`src/rtl/lexer_if.sv`:
```
// ---------------------------------------------------------------------------
// lexer_if
//   Groups the character-input handshake and the token-output handshake of
//   the lexer into one bundle. CLK and RST are not part of it; they stay as
//   plain ports on the lexer.
//
//   Signals
//     I_VALID  character on I_CHAR is valid (transfers when I_VALID && O_READY)
//     I_CHAR   8-bit ASCII character
//     O_READY  lexer accepts a character this cycle
//     RECEIVE  parser pulse: current token consumed
//     O_VALID  O_TOKEN valid, held until consumed
//     O_TOKEN  {kind[15:8], value[7:0]}
//     O_DONE   EOF token consumed, sticky until reset
//     O_ERROR  illegal character seen, sticky until reset
//
//   Modports
//     slave    the lexer itself
//     master   whatever feeds characters and consumes tokens
// ---------------------------------------------------------------------------
interface lexer_if;
  logic        I_VALID;
  logic [7:0]  I_CHAR;
  logic        O_READY;
  logic        RECEIVE;
  logic        O_VALID;
  logic [15:0] O_TOKEN;
  logic        O_DONE;
  logic        O_ERROR;

  modport slave (
    input  I_VALID,
    input  I_CHAR,
    input  RECEIVE,
    output O_READY,
    output O_VALID,
    output O_TOKEN,
    output O_DONE,
    output O_ERROR
  );

  modport master (
    output I_VALID,
    output I_CHAR,
    output RECEIVE,
    input  O_READY,
    input  O_VALID,
    input  O_TOKEN,
    input  O_DONE,
    input  O_ERROR
  );
endinterface

```
`src/rtl/lexer.sv`:
```
// ---------------------------------------------------------------------------
// lexer
//   Character-to-token front end for the LR parser. Turns an ASCII stream of
//   unsigned decimal integers, '+', '*', blanks/tabs and an end character
//   into 16-bit tokens {kind, value}. Each token is held on the output until
//   the parser pulses RECEIVE.
//
//   Ports
//     CLK   clock, rising edge
//     RST   synchronous reset, active-low
//     bus   lexer_if.slave: I_VALID/I_CHAR/O_READY character handshake,
//           O_VALID/O_TOKEN/RECEIVE token handshake, O_DONE, O_ERROR
//
//   Parameters
//     EOF_CHAR  end-of-input character (default line feed)
//     K_NUM, K_ADD, K_MUL, K_EOF  token kinds
//
//   Build option
//     LEXER_NUM_SAT_EN  when defined, a number that grows past 255 clamps to
//                       8'hFF; otherwise it wraps modulo 256.
// ---------------------------------------------------------------------------
module lexer #(
  parameter logic [7:0] EOF_CHAR = 8'h0A,
  parameter logic [7:0] K_NUM    = 8'h00,
  parameter logic [7:0] K_ADD    = 8'h01,
  parameter logic [7:0] K_MUL    = 8'h02,
  parameter logic [7:0] K_EOF    = 8'h03
) (
  input  logic   CLK,
  input  logic   RST,
  lexer_if.slave bus
);

  localparam logic [7:0] CH_PLUS  = 8'h2B;
  localparam logic [7:0] CH_STAR  = 8'h2A;
  localparam logic [7:0] CH_SPACE = 8'h20;
  localparam logic [7:0] CH_TAB   = 8'h09;
  localparam logic [7:0] CH_ZERO  = 8'h30;
  localparam logic [7:0] CH_NINE  = 8'h39;

  typedef enum logic [2:0] {
    L_SCAN,
    L_NUM,
    L_DRAIN,
    L_DONE,
    L_ERROR
  } lex_state_t;

  lex_state_t  state_q, state_d;
  logic [7:0]  acc_q, acc_d;
  logic        pend_valid_q, pend_valid_d;
  logic [15:0] pend_token_q, pend_token_d;
  logic        valid_q, valid_d;
  logic [15:0] token_q, token_d;
  logic        done_q, done_d;
  logic        error_q, error_d;

  logic        ready;
  logic        accept;
  logic        consume;
  logic [7:0]  ch;
  logic        is_digit;
  logic        is_ws;
  logic        is_op;
  logic        is_eof;
  logic [7:0]  digit;
  logic [15:0] op_token;
  logic [7:0]  acc_next;

  // Character classification and the two handshake qualifiers.
  always_comb begin
    ch       = bus.I_CHAR;
    is_digit = (ch >= CH_ZERO) && (ch <= CH_NINE);
    is_ws    = (ch == CH_SPACE) || (ch == CH_TAB);
    is_op    = (ch == CH_PLUS) || (ch == CH_STAR);
    is_eof   = (ch == EOF_CHAR);
    digit    = ch - CH_ZERO;
    op_token = {(ch == CH_PLUS) ? K_ADD : K_MUL, 8'h00};
    ready    = ((state_q == L_SCAN) || (state_q == L_NUM)) && !pend_valid_q && !valid_q;
    accept   = bus.I_VALID && ready;
    consume  = bus.RECEIVE && valid_q;
  end

`ifdef LEXER_NUM_SAT_EN
  logic [11:0] acc_x8;
  logic [11:0] acc_x2;
  logic [11:0] prod;

  // acc*10 + digit built from two shifts at 12 bits; anything past 255 clamps,
  // and once clamped every further digit keeps it at 8'hFF.
  always_comb begin
    acc_x8   = {1'b0, acc_q, 3'b000};
    acc_x2   = {3'b000, acc_q, 1'b0};
    prod     = acc_x8 + acc_x2 + {4'b0000, digit};
    acc_next = (prod > 12'd255) ? 8'hFF : prod[7:0];
  end
`else
  // Wrapping build: only the low 8 bits of acc*10 + digit survive, so the sum
  // is formed directly at 8 bits (same result as truncating the 12-bit sum).
  always_comb begin
    acc_next = {acc_q[4:0], 3'b000} + {acc_q[6:0], 1'b0} + digit;
  end
`endif

  // Next-state logic. Order matters: a consume frees the output register, a
  // pending token then refills it on the same edge, and only after that is a
  // newly accepted character considered (accept implies nothing is held).
  always_comb begin
    state_d      = state_q;
    acc_d        = acc_q;
    pend_valid_d = pend_valid_q;
    pend_token_d = pend_token_q;
    valid_d      = valid_q;
    token_d      = token_q;
    done_d       = done_q;
    error_d      = error_q;

    if (consume) begin
      valid_d = 1'b0;
      if (state_q == L_DRAIN) begin
        done_d  = 1'b1;
        state_d = L_DONE;
      end
    end

    if (pend_valid_q && (consume || !valid_q)) begin
      token_d      = pend_token_q;
      valid_d      = 1'b1;
      pend_valid_d = 1'b0;
      if (pend_token_q[15:8] == K_EOF) begin
        state_d = L_DRAIN;
      end
    end

    if (accept) begin
      case (state_q)
        L_SCAN: begin
          if (is_ws) begin
            state_d = L_SCAN;
          end else if (is_digit) begin
            acc_d   = digit;
            state_d = L_NUM;
          end else if (is_op) begin
            token_d = op_token;
            valid_d = 1'b1;
          end else if (is_eof) begin
            token_d = {K_EOF, 8'h00};
            valid_d = 1'b1;
            state_d = L_DRAIN;
          end else begin
            error_d = 1'b1;
            state_d = L_ERROR;
          end
        end
        L_NUM: begin
          if (is_digit) begin
            acc_d = acc_next;
          end else if (is_ws) begin
            token_d = {K_NUM, acc_q};
            valid_d = 1'b1;
            state_d = L_SCAN;
          end else if (is_op || is_eof) begin
            // The number goes out now; the terminating op/EOF waits behind it.
            token_d      = {K_NUM, acc_q};
            valid_d      = 1'b1;
            pend_token_d = is_op ? op_token : {K_EOF, 8'h00};
            pend_valid_d = 1'b1;
            state_d      = L_SCAN;
          end else begin
            error_d = 1'b1;
            state_d = L_ERROR;
          end
        end
        default: begin
          state_d = state_q;
        end
      endcase
    end

    // The error state is absorbing: nothing is offered and nothing waits.
    if (state_q == L_ERROR) begin
      error_d      = 1'b1;
      valid_d      = 1'b0;
      pend_valid_d = 1'b0;
      state_d      = L_ERROR;
    end
  end

  // State register with synchronous active-low reset.
  always_ff @(posedge CLK) begin
    if (!RST) begin
      state_q      <= L_SCAN;
      acc_q        <= 8'h00;
      pend_valid_q <= 1'b0;
      pend_token_q <= 16'h0000;
      valid_q      <= 1'b0;
      token_q      <= 16'h0000;
      done_q       <= 1'b0;
      error_q      <= 1'b0;
    end else begin
      state_q      <= state_d;
      acc_q        <= acc_d;
      pend_valid_q <= pend_valid_d;
      pend_token_q <= pend_token_d;
      valid_q      <= valid_d;
      token_q      <= token_d;
      done_q       <= done_d;
      error_q      <= error_d;
    end
  end

  assign bus.O_READY = ready;
  assign bus.O_VALID = valid_q;
  assign bus.O_TOKEN = token_q;
  assign bus.O_DONE  = done_q;
  assign bus.O_ERROR = error_q;

endmodule

```
`src/flat_wrapper.sv`:
```
// flat-port wrapper written by rule: the top's interface ports become plain ports
module lexer_flat 
#(
  parameter logic [7:0] EOF_CHAR = 8'h0A,
  parameter logic [7:0] K_NUM    = 8'h00,
  parameter logic [7:0] K_ADD    = 8'h01,
  parameter logic [7:0] K_MUL    = 8'h02,
  parameter logic [7:0] K_EOF    = 8'h03
)
  (CLK, RST, bus_I_VALID, bus_I_CHAR, bus_RECEIVE, bus_O_READY, bus_O_VALID, bus_O_TOKEN, bus_O_DONE, bus_O_ERROR);
  lexer_if bus_i ();
  input  logic CLK;
  input  logic RST;
  input wire logic [$bits(bus_i.I_VALID)-1:0] bus_I_VALID;
  input wire logic [$bits(bus_i.I_CHAR)-1:0] bus_I_CHAR;
  input wire logic [$bits(bus_i.RECEIVE)-1:0] bus_RECEIVE;
  output wire logic [$bits(bus_i.O_READY)-1:0] bus_O_READY;
  output wire logic [$bits(bus_i.O_VALID)-1:0] bus_O_VALID;
  output wire logic [$bits(bus_i.O_TOKEN)-1:0] bus_O_TOKEN;
  output wire logic [$bits(bus_i.O_DONE)-1:0] bus_O_DONE;
  output wire logic [$bits(bus_i.O_ERROR)-1:0] bus_O_ERROR;
  assign bus_i.I_VALID = bus_I_VALID;
  assign bus_i.I_CHAR = bus_I_CHAR;
  assign bus_i.RECEIVE = bus_RECEIVE;
  assign bus_O_READY = bus_i.O_READY;
  assign bus_O_VALID = bus_i.O_VALID;
  assign bus_O_TOKEN = bus_i.O_TOKEN;
  assign bus_O_DONE = bus_i.O_DONE;
  assign bus_O_ERROR = bus_i.O_ERROR;
  lexer #(.EOF_CHAR(EOF_CHAR), .K_NUM(K_NUM), .K_ADD(K_ADD), .K_MUL(K_MUL), .K_EOF(K_EOF)) u_core (.CLK(CLK), .RST(RST), .bus(bus_i));
endmodule
```
`config.mk`:
```
export PLATFORM = sky130hd
export DESIGN_NAME = lexer_flat
export DESIGN_NICKNAME = d
export VERILOG_FILES = /design/src/rtl/lexer_if.sv /design/src/rtl/lexer.sv /design/src/flat_wrapper.sv
export SDC_FILE = /design/constraint.sdc
export NUM_CORES = 1
export LEC_CHECK = 0
export BUFFER_PORTS_ARGS = -buffer_cell sky130_fd_sc_hd__buf_4
export CORE_MARGIN = 8
export CORE_UTILIZATION = 50
export CTS_CLUSTER_DIAMETER = 50
export DETAILED_ROUTE_END_ITERATION = 7
export GPL_TIMING_DRIVEN = 0
export HOLD_SLACK_MARGIN = 0.02
export PLACE_DENSITY = 0.77
export SLEW_MARGIN = 20
export SYNTH_ARGS = -nofsm -noshare
export SYNTH_HDL_FRONTEND = slang
export SYNTH_SLANG_ARGS = --single-unit
export TNS_END_PERCENT = 100
```
`constraint.sdc`:
```
create_clock -name CLK -period 2.88 [get_ports CLK]
set_clock_uncertainty 0.05 [all_clocks]
set_input_delay 0 -clock CLK [delete_from_list [all_inputs] [get_ports CLK]]
set_output_delay 0 -clock CLK [all_outputs]
set_load 0.005 [all_outputs]
```
==> report_table.html <==
<table>
<tr><th>Metric</th><th>Value</th></tr>
<tr><th colspan="2">Synth</th></tr>
<tr><td>Average size of a mapped cell</td><td>9.19 um2</td></tr>
<tr><td>Share of Yosys cell area claimed by the top area cell type</td><td>31.8%</td></tr>
<tr><td>Portion of the post-synthesis area used by sequential elements</td><td>31.8%</td></tr>
<tr><td>Flop and latch count out of synthesis</td><td>33</td></tr>
<tr><td>Library cell occupying the most area in the post-synthesis netlist</td><td>sky130_fd_sc_hd__dfxtp_1</td></tr>
<tr><td>Count of warnings emitted by yosys</td><td>0</td></tr>
<tr><td>Net count after synthesis</td><td>253</td></tr>
<tr><td>Post-synthesis instance area</td><td>~2100 um2</td></tr>
<tr><td>Top_reg_cell synth</td><td>sky130_fd_sc_hd__dfxtp_1</td></tr>
<tr><td>Post-Syn Instances</td><td>226</td></tr>
<tr><td>Async set or reset register ratio after synthesis</td><td>0%</td></tr>
<tr><td>Post-synth EDFFs</td><td>0</td></tr>
<tr><td>Number of distinct library cells after synthesis</td><td>59</td></tr>
<tr><td>Main area contributors after synthesis</td><td>sky130_fd_sc_hd__dfxtp_1, sky130_fd_sc_hd__ha_1, sky130_fd_sc_hd__fa_1</td></tr>
<tr><th colspan="2">Power</th></tr>
<tr><td>Relative contribution of the clock network to total power</td><td>a little over a third</td></tr>
<tr><td>Peak supply drop</td><td>168 uV</td></tr>
<tr><td>Power density over the cells</td><td>381 nW/um2</td></tr>
<tr><td>NetSw</td><td>0.253 mW</td></tr>
<tr><td>Relative contribution of sequential cells to total power</td><td>49.2%</td></tr>
<tr><td>Internal Dissipation</td><td>~0.69 mW</td></tr>
<tr><td>Leakage Power</td><td>1.05 nW</td></tr>
<tr><td>Fraction of power spent switching nets</td><td>26.8%</td></tr>
<tr><td>Fraction of power consumed by combinational cells</td><td>15.1%</td></tr>
<tr><th colspan="2">CTS</th></tr>
<tr><td>Insertion delay of the later-clocked pin in the worst-skew pair</td><td>0.28 ns</td></tr>
<tr><td>Gates resized, CTS repair</td><td>0</td></tr>
<tr><td>H-tree level count</td><td>2</td></tr>
<tr><td>Clock root buffer</td><td>sky130_fd_sc_hd__clkbuf_8</td></tr>
<tr><td>Number of sinks driven by the clock tree</td><td>33</td></tr>
<tr><td>Clock buffers created by TritonCTS</td><td>5</td></tr>
<tr><td>CTS tree</td><td>yes</td></tr>
<tr><td>Maximum buffer depth of the clock tree</td><td>2</td></tr>
<tr><td>Reg clk slew, reported paths</td><td>roughly 0.070 ns</td></tr>
<tr><th colspan="2">STA</th></tr>
<tr><td>Smallest hold slack</td><td>0.0641 ns</td></tr>
<tr><td>Transition at the pin with the smallest max-transition slack</td><td>approximately 0.66 ns</td></tr>
<tr><td>Relative max-transition margin</td><td>56.2%</td></tr>
<tr><td>Number of endpoints with negative hold slack in the final report</td><td>0</td></tr>
<tr><td>Maximum frequency from static timing analysis</td><td>~420 MHz</td></tr>
<tr><td>Final critical-path share of the clock period</td><td>82.3%</td></tr>
<tr><td>Final worst slack</td><td>0.510 ns</td></tr>
<tr><td>Fin. max-slew vios</td><td>0</td></tr>
<tr><td>Setup repair after global routing missed its margin</td><td>false</td></tr>
<tr><td>Final-report setup violation count</td><td>0</td></tr>
<tr><td>Clock period minus final worst setup slack</td><td>2.37 ns</td></tr>
<tr><td>Post-route setup TNS</td><td>0 ns</td></tr>
<tr><th colspan="2">GRT</th></tr>
<tr><td>Via count of the first global-routing pass</td><td>between 1,500 and 2,000</td></tr>
<tr><td>Maximum number of pins on one net before global-route repair</td><td>12</td></tr>
<tr><td>Total routing usage reported by global routing</td><td>between 10% and 20%</td></tr>
<tr><td>First-pass GRT wire length</td><td>8.31 mm</td></tr>
<tr><td>Number of antenna violations at the first check in global routing</td><td>0</td></tr>
<tr><td>Sum of overflow across all layers after global routing</td><td>0</td></tr>
<tr><th colspan="2">Place</th></tr>
<tr><td>Number of placed cells counting well taps</td><td>305</td></tr>
<tr><td>Instance area after placement</td><td>2360 um2</td></tr>
<tr><td>DP Worst Slack</td><td>0.503 ns</td></tr>
<tr><td>Routability cong.</td><td>0.878</td></tr>
<tr><td>Half-perimeter wire length after detailed placement</td><td>3.65 mm</td></tr>
<tr><td>Port Buffers</td><td>29</td></tr>
<tr><th colspan="2">Setup path</th></tr>
<tr><td>Worst setup path startpoint</td><td>u_core.acc_q[1]$_SDFFE_PN0P_</td></tr>
<tr><td>Capturing point of the worst reg2reg path</td><td>u_core.acc_q[6]$_SDFFE_PN0P_</td></tr>
<tr><td>Endpoint class of the critical path</td><td>flip-flop</td></tr>
<tr><td>Worst setup path class</td><td>flip-flop to flip-flop</td></tr>
<tr><td>Worst path slowest cell</td><td>sky130_fd_sc_hd__fa_1</td></tr>
<tr><td>Register-to-register setup slack</td><td>0.51 ns</td></tr>
<tr><td>CP peak stage delay</td><td>0.51 ns</td></tr>
<tr><td>Worst setup SP type</td><td>flip-flop</td></tr>
<tr><td>Peak fanout along the critical path</td><td>4</td></tr>
<tr><td>Cells on worst reg2reg path</td><td>9</td></tr>
<tr><td>Startpoint of the most critical register-to-register path</td><td>u_core.acc_q[1]$_SDFFE_PN0P_</td></tr>
<tr><td>Worst Path Arrival</td><td>2.54 ns</td></tr>
<tr><td>Most repeated library cell on the critical path</td><td>sky130_fd_sc_hd__inv_1</td></tr>
<tr><td>Cell-by-cell trace of the critical path</td><td>inv_1, fa_1, inv_1, ha_1, nor2b_1, o21a_1, o21ai_0, nand4b_2, a21oi_2</td></tr>
<tr><td>Required time of the worst setup path</td><td>3.05 ns</td></tr>
<tr><td>Buf/Inv on CP</td><td>2</td></tr>
<tr><td>Largest delay contributor family on the critical path</td><td>adder cells</td></tr>
<tr><th colspan="2">Die</th></tr>
<tr><td>Effective utilization at floorplan</td><td>51.9%</td></tr>
<tr><td>Std-Cell Core Area</td><td>4000 um2</td></tr>
<tr><td>DIE HEIGHT</td><td>just over 80 um</td></tr>
<tr><td>X dimension of the die</td><td>80.5 um</td></tr>
<tr><td>I/O Pins</td><td>32</td></tr>
<tr><td>Die Area</td><td>6470 um2</td></tr>
<tr><td># rows</td><td>23</td></tr>
<tr><th colspan="2">Final layout</th></tr>
<tr><td>Final std cell area, no fill</td><td>2470 um2</td></tr>
<tr><td>Number of cells in the finished layout apart from fillers</td><td>316</td></tr>
<tr><td>P&amp;R area growth vs syn</td><td>19.1%</td></tr>
<tr><td>Most common cell after layout, fill and taps aside</td><td>sky130_fd_sc_hd__dfxtp_1</td></tr>
<tr><td>Most used cells in the layout excluding fill and tap cells</td><td>sky130_fd_sc_hd__dfxtp_1, sky130_fd_sc_hd__buf_4, sky130_fd_sc_hd__inv_1, sky130_fd_sc_hd__nor2_1, sky130_fd_sc_hd__nand2_1</td></tr>
<tr><td>Fill cell instance count of the final layout</td><td>348</td></tr>
<tr><td>Number of nets in the layout</td><td>~290</td></tr>
<tr><td>Proportion of layout cells with a drive suffix above 1</td><td>23.3%</td></tr>
<tr><td>Diode count</td><td>0</td></tr>
<tr><th colspan="2">Route</th></tr>
<tr><td>Final wirelength</td><td>4.72 mm</td></tr>
<tr><td>Routed vias</td><td>around 1,800</td></tr>
<tr><td>Number of nets still failing antenna checks after routing</td><td>0</td></tr>
<tr><td>Starting DRT DRC Count</td><td>130</td></tr>
<tr><td>Ratio of routed vias to standard cells</td><td>5.67</td></tr>
<tr><td>DRC violations left</td><td>0</td></tr>
<tr><td>Initial DRT Pass Iterations</td><td>4</td></tr>
<tr><td>Routed length per placed instance</td><td>14.9 um</td></tr>
<tr><th colspan="2">Worst hold path</th></tr>
<tr><td>Worst Hold Launch</td><td>RST</td></tr>
<tr><td>Hold Path Stages</td><td>2</td></tr>
<tr><td>Kind of path behind the tightest hold check</td><td>primary input to flip-flop</td></tr>
<tr><td>Hold Path Sink</td><td>u_core.acc_q[3]$_SDFFE_PN0P_</td></tr>
<tr><th colspan="2">Job</th></tr>
<tr><td>Max-cap check violation count</td><td>0</td></tr>
<tr><th colspan="2">Outcome</th></tr>
<tr><td>Status</td><td>complete, no violations</td></tr>
</table>
[cells by family after synthesis]
logic type | count (synthesis) | synth area share, %
multiplexers | 3 | 1.45
XOR/XNOR | 3 | 1.93
adder cells (fa/ha/maj) | 15 | 10.8
AND/OR/NAND/NOR | 84 | 24.8
buffers and inverters | 31 | 7.05
flip-flops | 33 | 31.8
AO/OA/AOI/OAI | 57 | 22.2
[area by class of cell]
type                       instances  area, um2  share of cell area (%)
buffer                            10       67.6                    2.73
clock buffer                       5       68.8                    2.78
clock inverter                     3       17.5                   0.708
inverter                          21       78.8                    3.19
multi-input combinational        162       1270                    51.3
sequential                        33        661                    26.7
tap                               50       62.6                    2.53
timing repair buffer              32        248                    10.0
[state kept, by name, summed over array words and instances, names as in the netlist]
name	count
u_core.pend_valid_q	1
u_core.bus.O_VALID	1
u_core.pend_token_q	2
u_core.bus.O_TOKEN	16
u_core.acc_q	8
u_core.bus.O_DONE	1
u_core.state_q	3
u_core.bus.O_ERROR	1
[per-layer routing]
layer / GRT usage [%] / part of all wire, %
met2: 25.3 / 45
met5: 0 / 0
met3: 4.02 / 6.7
met1: 20.4 / 48
met4: 6.36 / 1.0
[power groups by stage]
stage               registers (mW)  clock network, mW  logic, mW
floorplan                    0.474                  0     0.0951
finish                       0.464              0.336      0.142
detailed placement           0.475                  0      0.137
CTS                          0.464              0.344      0.142
global route                 0.465              0.361      0.159
global placement             0.474                  0      0.136
[how the worst max path moves through the flow]
| stage | to | slack [ns] | cells after the start |
|---|---|---|---|
| floorplan | u_core.acc_q[6]$_SDFFE_PN0P_ | 0.78 | 9 |
| global placement | u_core.acc_q[7]$_SDFFE_PN0P_ | 0.55 | 12 |
| detailed placement | u_core.acc_q[6]$_SDFFE_PN0P_ | 0.50 | 9 |
| CTS | u_core.acc_q[6]$_SDFFE_PN0P_ | 0.49 | 9 |
| global route | u_core.acc_q[6]$_SDFFE_PN0P_ | 0.29 | 9 |
| finish | u_core.acc_q[6]$_SDFFE_PN0P_ | 0.51 | 9 |
[worst reg2reg max path, cell delays in order (launching register included)]
cell,delay (ns)
sky130_fd_sc_hd__dfxtp_1,0.42
sky130_fd_sc_hd__inv_1,0.09
sky130_fd_sc_hd__fa_1,0.51
sky130_fd_sc_hd__inv_1,0.04
sky130_fd_sc_hd__ha_1,0.32
sky130_fd_sc_hd__nor2b_1,0.16
sky130_fd_sc_hd__o21a_1,0.19
sky130_fd_sc_hd__o21ai_0,0.22
sky130_fd_sc_hd__nand4b_2,0.14
sky130_fd_sc_hd__a21oi_2,0.16
[synthesized netlist by cell type (4+ instances only)]
master                     count
sky130_fd_sc_hd__inv_1        21
sky130_fd_sc_hd__nor2b_1       5
sky130_fd_sc_hd__nand3_1      10
sky130_fd_sc_hd__dfxtp_1      33
sky130_fd_sc_hd__a22o_1        8
sky130_fd_sc_hd__and2_1        7
sky130_fd_sc_hd__o21ai_0       7
sky130_fd_sc_hd__nand2b_1      4
sky130_fd_sc_hd__nor3_1        7
sky130_fd_sc_hd__a21oi_1       9
sky130_fd_sc_hd__nand2_1      16
sky130_fd_sc_hd__nor2_1       17
sky130_fd_sc_hd__fa_1          5
sky130_fd_sc_hd__ha_1         10
[what timing repair did]
item	CTS	global route
hold buffers	3	0
endpoints found under the hold margin	5	0
setup buffers	0	0
[through the flow]
| step | total power [mW] | utilization [%] |
|---|---|---|
| 4_1_cts | 0.950 | 61.8 |
| 6_report | 0.943 | 61.8 |
| 3_5_place_dp | 0.612 | 58.9 |
| 3_3_place_gp | 0.610 | 58.9 |
| 2_1_floorplan | 0.569 | - |
| 5_1_grt | 0.985 | 61.8 |
Power figures use the tool's default switching activity.
